===== src/rtl/gshare_predictor.sv =====
// Gshare branch direction predictor: a table of saturating counters indexed by
// PC XOR a speculative global history register, repaired on mispredict.
module gshare_predictor #(
  parameter int IDX_W  = 4,
  parameter int HIST_W = 4,
  parameter int CTR_W  = 2
) (
  input  logic              clk,
  input  logic              rst,
  input  logic              pred_valid,
  input  logic [IDX_W-1:0]  pred_pc,
  output logic              pred_taken,
  output logic [IDX_W-1:0]  pred_idx,
  output logic [HIST_W-1:0] pred_ghr,
  input  logic              upd_valid,
  input  logic [IDX_W-1:0]  upd_idx,
  input  logic [HIST_W-1:0] upd_ghr,
  input  logic              upd_taken,
  input  logic              upd_mispredict
);

  localparam int               ENTRIES  = 2 ** IDX_W;
  localparam logic [CTR_W-1:0] CTR_INIT = CTR_W'((2 ** (CTR_W - 1)) - 1);

  logic [CTR_W-1:0]  ctr [ENTRIES];
  logic [HIST_W-1:0] ghr;
  logic [HIST_W:0]   repair_cat;
  logic [HIST_W:0]   shift_cat;

  function automatic logic [CTR_W-1:0] ctr_train(input logic [CTR_W-1:0] c,
                                                 input logic taken);
    if (taken) return (&c) ? c : c + CTR_W'(1);
    else       return (c == '0) ? c : c - CTR_W'(1);
  endfunction

  assign pred_idx   = pred_pc ^ IDX_W'(ghr);
  assign pred_taken = ctr[pred_idx][CTR_W-1];
  assign pred_ghr   = ghr;

  // Dropping the top bit of the concatenation is the history shift; this form
  // also covers a one-bit history without a special case.
  assign repair_cat = {upd_ghr, upd_taken};
  assign shift_cat  = {ghr, pred_taken};

  always_ff @(posedge clk or posedge rst) begin
    if (rst) begin
      ghr <= '0;
    end else if (upd_valid && upd_mispredict) begin
      ghr <= repair_cat[HIST_W-1:0];
    end else if (pred_valid) begin
      ghr <= shift_cat[HIST_W-1:0];
    end
  end

  // Training ignores upd_mispredict; reads in the same cycle see the old value.
  always_ff @(posedge clk or posedge rst) begin
    if (rst) begin
      for (int i = 0; i < ENTRIES; i++) ctr[i] <= CTR_INIT;
    end else if (upd_valid) begin
      ctr[upd_idx] <= ctr_train(ctr[upd_idx], upd_taken);
    end
  end

endmodule


===== config.mk =====
export PLATFORM = sky130hd
export DESIGN_NAME = gshare_predictor
export DESIGN_NICKNAME = d
export VERILOG_FILES = /design/src/rtl/gshare_predictor.sv
export SDC_FILE = /design/constraint.sdc
export NUM_CORES = 1
export LEC_CHECK = 0
export CORE_MARGIN = 2
export CORE_UTILIZATION = 55
export DETAILED_ROUTE_END_ITERATION = 16
export PLACE_DENSITY_LB_ADDON = 0.3
export SLEW_MARGIN = 20
export SYNTH_ARGS = -nofsm -noshare
export SYNTH_HDL_FRONTEND = slang
export SYNTH_SLANG_ARGS = --single-unit

===== constraint.sdc =====
create_clock -name clk -period 4.05 [get_ports clk]
set_clock_uncertainty 0.15 [all_clocks]
set_input_delay 1.215 -clock clk [delete_from_list [all_inputs] [get_ports clk]]
set_output_delay 1.215 -clock clk [all_outputs]
set_load 0.02 [all_outputs]

==> tab_implementation.tex <==
\begin{tabular}{lr}
\hline
Metric & Value \\
\hline
\multicolumn{2}{l}{\textbf{Clock tree}} \\
\quad Number of buffers on the longest clock path & 2 \\
\quad Clock tree from TritonCTS & done \\
\quad Root cell of the clock tree & clkbuf\_8 \\
\quad Max H-tree Level & 2 \\
\quad Number of clock sinks & 36 \\
\quad Clock buffer count from CTS & 5 \\
\quad Clock-pin transition on the worst setup and hold timing paths & 0.07 ns \\
\quad Later-pin clock latency in the skew report & 0.30 ns \\
\multicolumn{2}{l}{\textbf{Placed design}} \\
\quad DP Wirelength & 3160 µm \\
\quad Routability congestion estimate from global placement & 0.789 \\
\quad Area after detailed placement & 2370 µm² \\
\quad Port Buffer Count & 25 \\
\multicolumn{2}{l}{\textbf{Synthesis}} \\
\quad Count of warnings emitted by yosys & 0 \\
\quad Mean post-synth cell area & 12.7 µm² \\
\quad Net count after synthesis & 178 \\
\quad Synth area leader & dfrtp\_1 \\
\quad Synthesized-area fraction occupied by ao, oa, aoi and oai cells & 3.87\% \\
\quad Area fraction of the dominant cell type after synthesis & 24.6\% \\
\quad Async S/R FF share, synth & 100\% \\
\quad Combinational family with the most area after synthesis & multiplexers \\
\quad Synth Area in XOR/XNOR & 1.72\% \\
\quad Largest cells by area after synthesis & dfrtp\_1, dfstp\_2, mux2\_2 \\
\quad Gate count of the mapped netlist & 160 \\
\quad Distinct cells, synth & 31 \\
\quad Dominant synthesized flop cell & dfrtp\_1 \\
\quad Number of enable-type register cells in the synthesized netlist & 0 \\
\quad Post-synthesis adder-cell area fraction & 1.53\% \\
\quad Post-synth top cells & mux2\_2, dfrtp\_1, nor2\_1, dfstp\_2, a21oi\_1 \\
\quad Number of synthesized register bits & 36 \\
\quad Most used standard cell by instance count after synthesis & mux2\_2 \\
\quad Share of cell area taken by muxes after synthesis & 33.7\% \\
\quad Area of the mapped netlist & 2040 µm² \\
\quad Share of synthesized cell area in and, or, nand and nor gates & 11.4\% \\
\quad Seq/Total Area, Yosys & 45.2\% \\
\multicolumn{2}{l}{\textbf{GRT}} \\
\quad Leftover overflow at the end of global routing & 0 \\
\quad Number of global-route vias before repair & 1591 \\
\quad Pin count of the biggest net entering global routing & 37 \\
\quad Wire length of the first global-routing pass & 7760 µm \\
\quad Initial antenna violation count & 0 \\
\quad GRT Overall Usage & 24.9\% \\
\multicolumn{2}{l}{\textbf{Timing}} \\
\quad Maximum clock rate & 252 MHz \\
\quad Count of final max-slew check failures & 0 \\
\quad Count of endpoints failing hold in the final timing report & 0 \\
\quad Final critical-path share of the clock period & 98.0\% \\
\quad Transition time at the pin with the least slew margin & 0.549 ns \\
\quad Final setup violation count & 0 \\
\quad Unrepaired setup endpoints after global routing & false \\
\quad Rel. slew slack & 63.3\% \\
\quad Post-layout min period & 3.97 ns \\
\multicolumn{2}{l}{\textbf{Floorplan}} \\
\quad Cell Rows & 22 \\
\quad Starting utilization of the core area & 56.5\% \\
\quad Area of the die & 4210 µm² \\
\quad Vertical die dimension & 64.9 µm \\
\quad X dimension of the die & 64.9 µm \\
\quad Num ports & 27 \\
\quad Core area & 3610 µm² \\
\multicolumn{2}{l}{\textbf{Finish}} \\
\quad Nets & 223 \\
\quad Area of all placed cells without fillers & 2570 µm² \\
\quad Share of cells above drive strength 1 & 42.7\% \\
\quad Antenna diode count & 0 \\
\quad Area of the multi-input gates & 1090 µm² \\
\quad Area growth, synth to finish & 26.3\% \\
\quad Utilization after layout & 71.4\% \\
\quad Layout fillers & 249 \\
\quad Area of all sequential standard cells & 921 µm² \\
\multicolumn{2}{l}{\textbf{Power}} \\
\quad Net switching fraction of the power & 30.2\% \\
\quad Largest voltage drop on the vdd net & 0.304 mV \\
\quad Leakage power total & 1.05 nW \\
\quad Comb pwr share & 43.3\% \\
\quad Sequential cell fraction of total power & 39.0\% \\
\quad PwrDens & 614 nW/µm² \\
\quad Power share of the clock group & 17.7\% \\
\quad Reported net switching power & 0.477 mW \\
\quad Internal Pwr Total & 1.10 mW \\
\multicolumn{2}{l}{\textbf{Routing}} \\
\quad Total DRC errors in the routed layout & 0 \\
\quad DRC violation total after the first TritonRoute iteration & 112 \\
\quad Number of nets with antenna violations after routing & 0 \\
\quad Number of vias in the routed layout & 1448 \\
\quad DR WL/cell & 17.8 µm \\
\quad DRT Wirelength & 4520 µm \\
\quad Via density per instance & 5.70 \\
\quad Initial DRT Pass Iterations & 4 \\
\multicolumn{2}{l}{\textbf{Worst hold path}} \\
\quad Worst hold path type & register to register \\
\multicolumn{2}{l}{\textbf{Critical path}} \\
\quad Arrival time reported for the critical path endpoint & 2.60 ns \\
\quad Kind of launch point of the worst setup path & input pin \\
\quad Critical Path Most Common Cell & clkdlybuf4s50\_1 \\
\quad Slowest stage cell, crit path & clkdlybuf4s50\_1 \\
\quad Cells traversed along the worst timing path & clkdlybuf4s50\_1 > xor2\_1 > buf\_4 > clkdlybuf4s50\_1 \\
\quad Kind of end point of the critical path & output pin \\
\quad WS Path Type & input pin to output pin \\
\quad Required time of the worst setup path & 2.68 ns \\
\quad Crit path largest cell delay & 0.60 ns \\
\quad Worst Path Max Fanout & 5 \\
\multicolumn{2}{l}{\textbf{Job}} \\
\quad Number of max-cap violations & 0 \\
\multicolumn{2}{l}{\textbf{Run status}} \\
\quad Status & completed \\
\hline
\end{tabular}
[critical path, delay by kind of cell]
kind / cells / cell delay (ns)
XOR/XNOR: 1 / 0.16
buffers and inverters: 3 / 1.23
[cells in the final DEF (no fill, tap or decap)]
cell type        instances
and2_1                   1
or2_2                    1
nor3b_1                  1
nand3b_1                 7
o21ai_0                  3
mux2i_1                  3
nand4_1                  1
or2_1                    1
mux4_2                   5
mux2_2                  32
maj3_2                   1
mux4_1                   7
dfrtp_1                 20
dfstp_2                 16
buf_4                   18
nand2_1                  4
buf_2                    1
a21oi_1                  8
or2_4                    1
nand2b_1                 3
or3_1                    2
nand3_1                  3
xor2_2                   1
inv_1                    6
nor2_1                  18
clkbuf_8                 7
nand2_2                  1
clkbuf_1                 1
xor2_1                   2
buf_6                    1
xnor2_4                  1
and3_1                   1
o21bai_1                 2
clkdlybuf4s50_1         22
a31o_2                   1
clkbuf_2                 1
maj3_1                   2
[kinds of logic after synthesis]
kind of cell,after synthesis
compound gates,14
xor+xnor,4
fa+ha+maj,3
buf+inv,11
flops,36
mux,47
simple gates,45
[metal layers]
metal	GRT usage, %	share of wire, %	routed length [µm]
met3	6.08	4.4	198
met1	31.8	43	1920
met5	0	0	0
met2	42.1	52	2340
met4	7.18	1.2	53
[state kept, by name (all words and copies together) (netlist names)]
signal,cells
ctr,32
pred_ghr,4
[power groups by stage]
stage	combinational [mW]	sequential, mW	clock, mW
2_1_floorplan	0.368	0.594	0
3_3_place_gp	0.510	0.606	0
3_5_place_dp	0.534	0.616	0
4_1_cts	0.666	0.614	0.289
5_1_grt	0.740	0.631	0.306
6_report	0.684	0.616	0.280
[final cells by class]
cell class	count	area share, %
clock buffers	8	3.89
inverters	6	0.875
multi-input cells	113	42.5
flip-flops and latches	36	35.8
well taps	48	2.33
repair buffers	43	14.6
[through the flow]
step | setup TNS (ns) | setup WS [ns] | instances | total power, mW | hold WS (ns)
2_1_floorplan | 0 | 0.0190 | 160 | 0.962 | 0.338
3_3_place_gp | -0.952 | -0.742 | 235 | 1.12 | 0.362
3_5_place_dp | -1.07 | -0.829 | 235 | 1.15 | 0.371
4_1_cts | 0 | 0.0110 | 254 | 1.57 | 0.386
5_1_grt | 0 | 0.0225 | 254 | 1.68 | 0.413
6_report | 0 | 0.0824 | 254 | 1.58 | 0.383
[worst paths after layout]
| path | startpoint | end | slack (ns) | cells after the start |
|---|---|---|---|---|
| min in group asynchronous | rst | ctr[29] | 1.17 | 3 |
| worst max-delay path | pred_pc[3] | pred_idx[3] | 0.08 | 4 |
| max in group asynchronous | rst | ctr[4] | 2.22 | 3 |
| worst min register to register | ctr[27] | ctr[27] | 0.38 | 1 |
| worst min-delay path | ctr[27] | ctr[27] | 0.38 | 1 |
| worst max register to register | pred_ghr[0] | pred_ghr[0] | 0.62 | 16 |
[timing repair]
item | CTS | global route
gates resized for setup | 13 | 4
pin swaps | 2 | 4
setup endpoints to repair | 3 | 2
hold buffers | 0 | 0
buffers inserted | 11 | 0
endpoints found under the hold margin | 0 | 0
(Power assumes the default switching activity.)
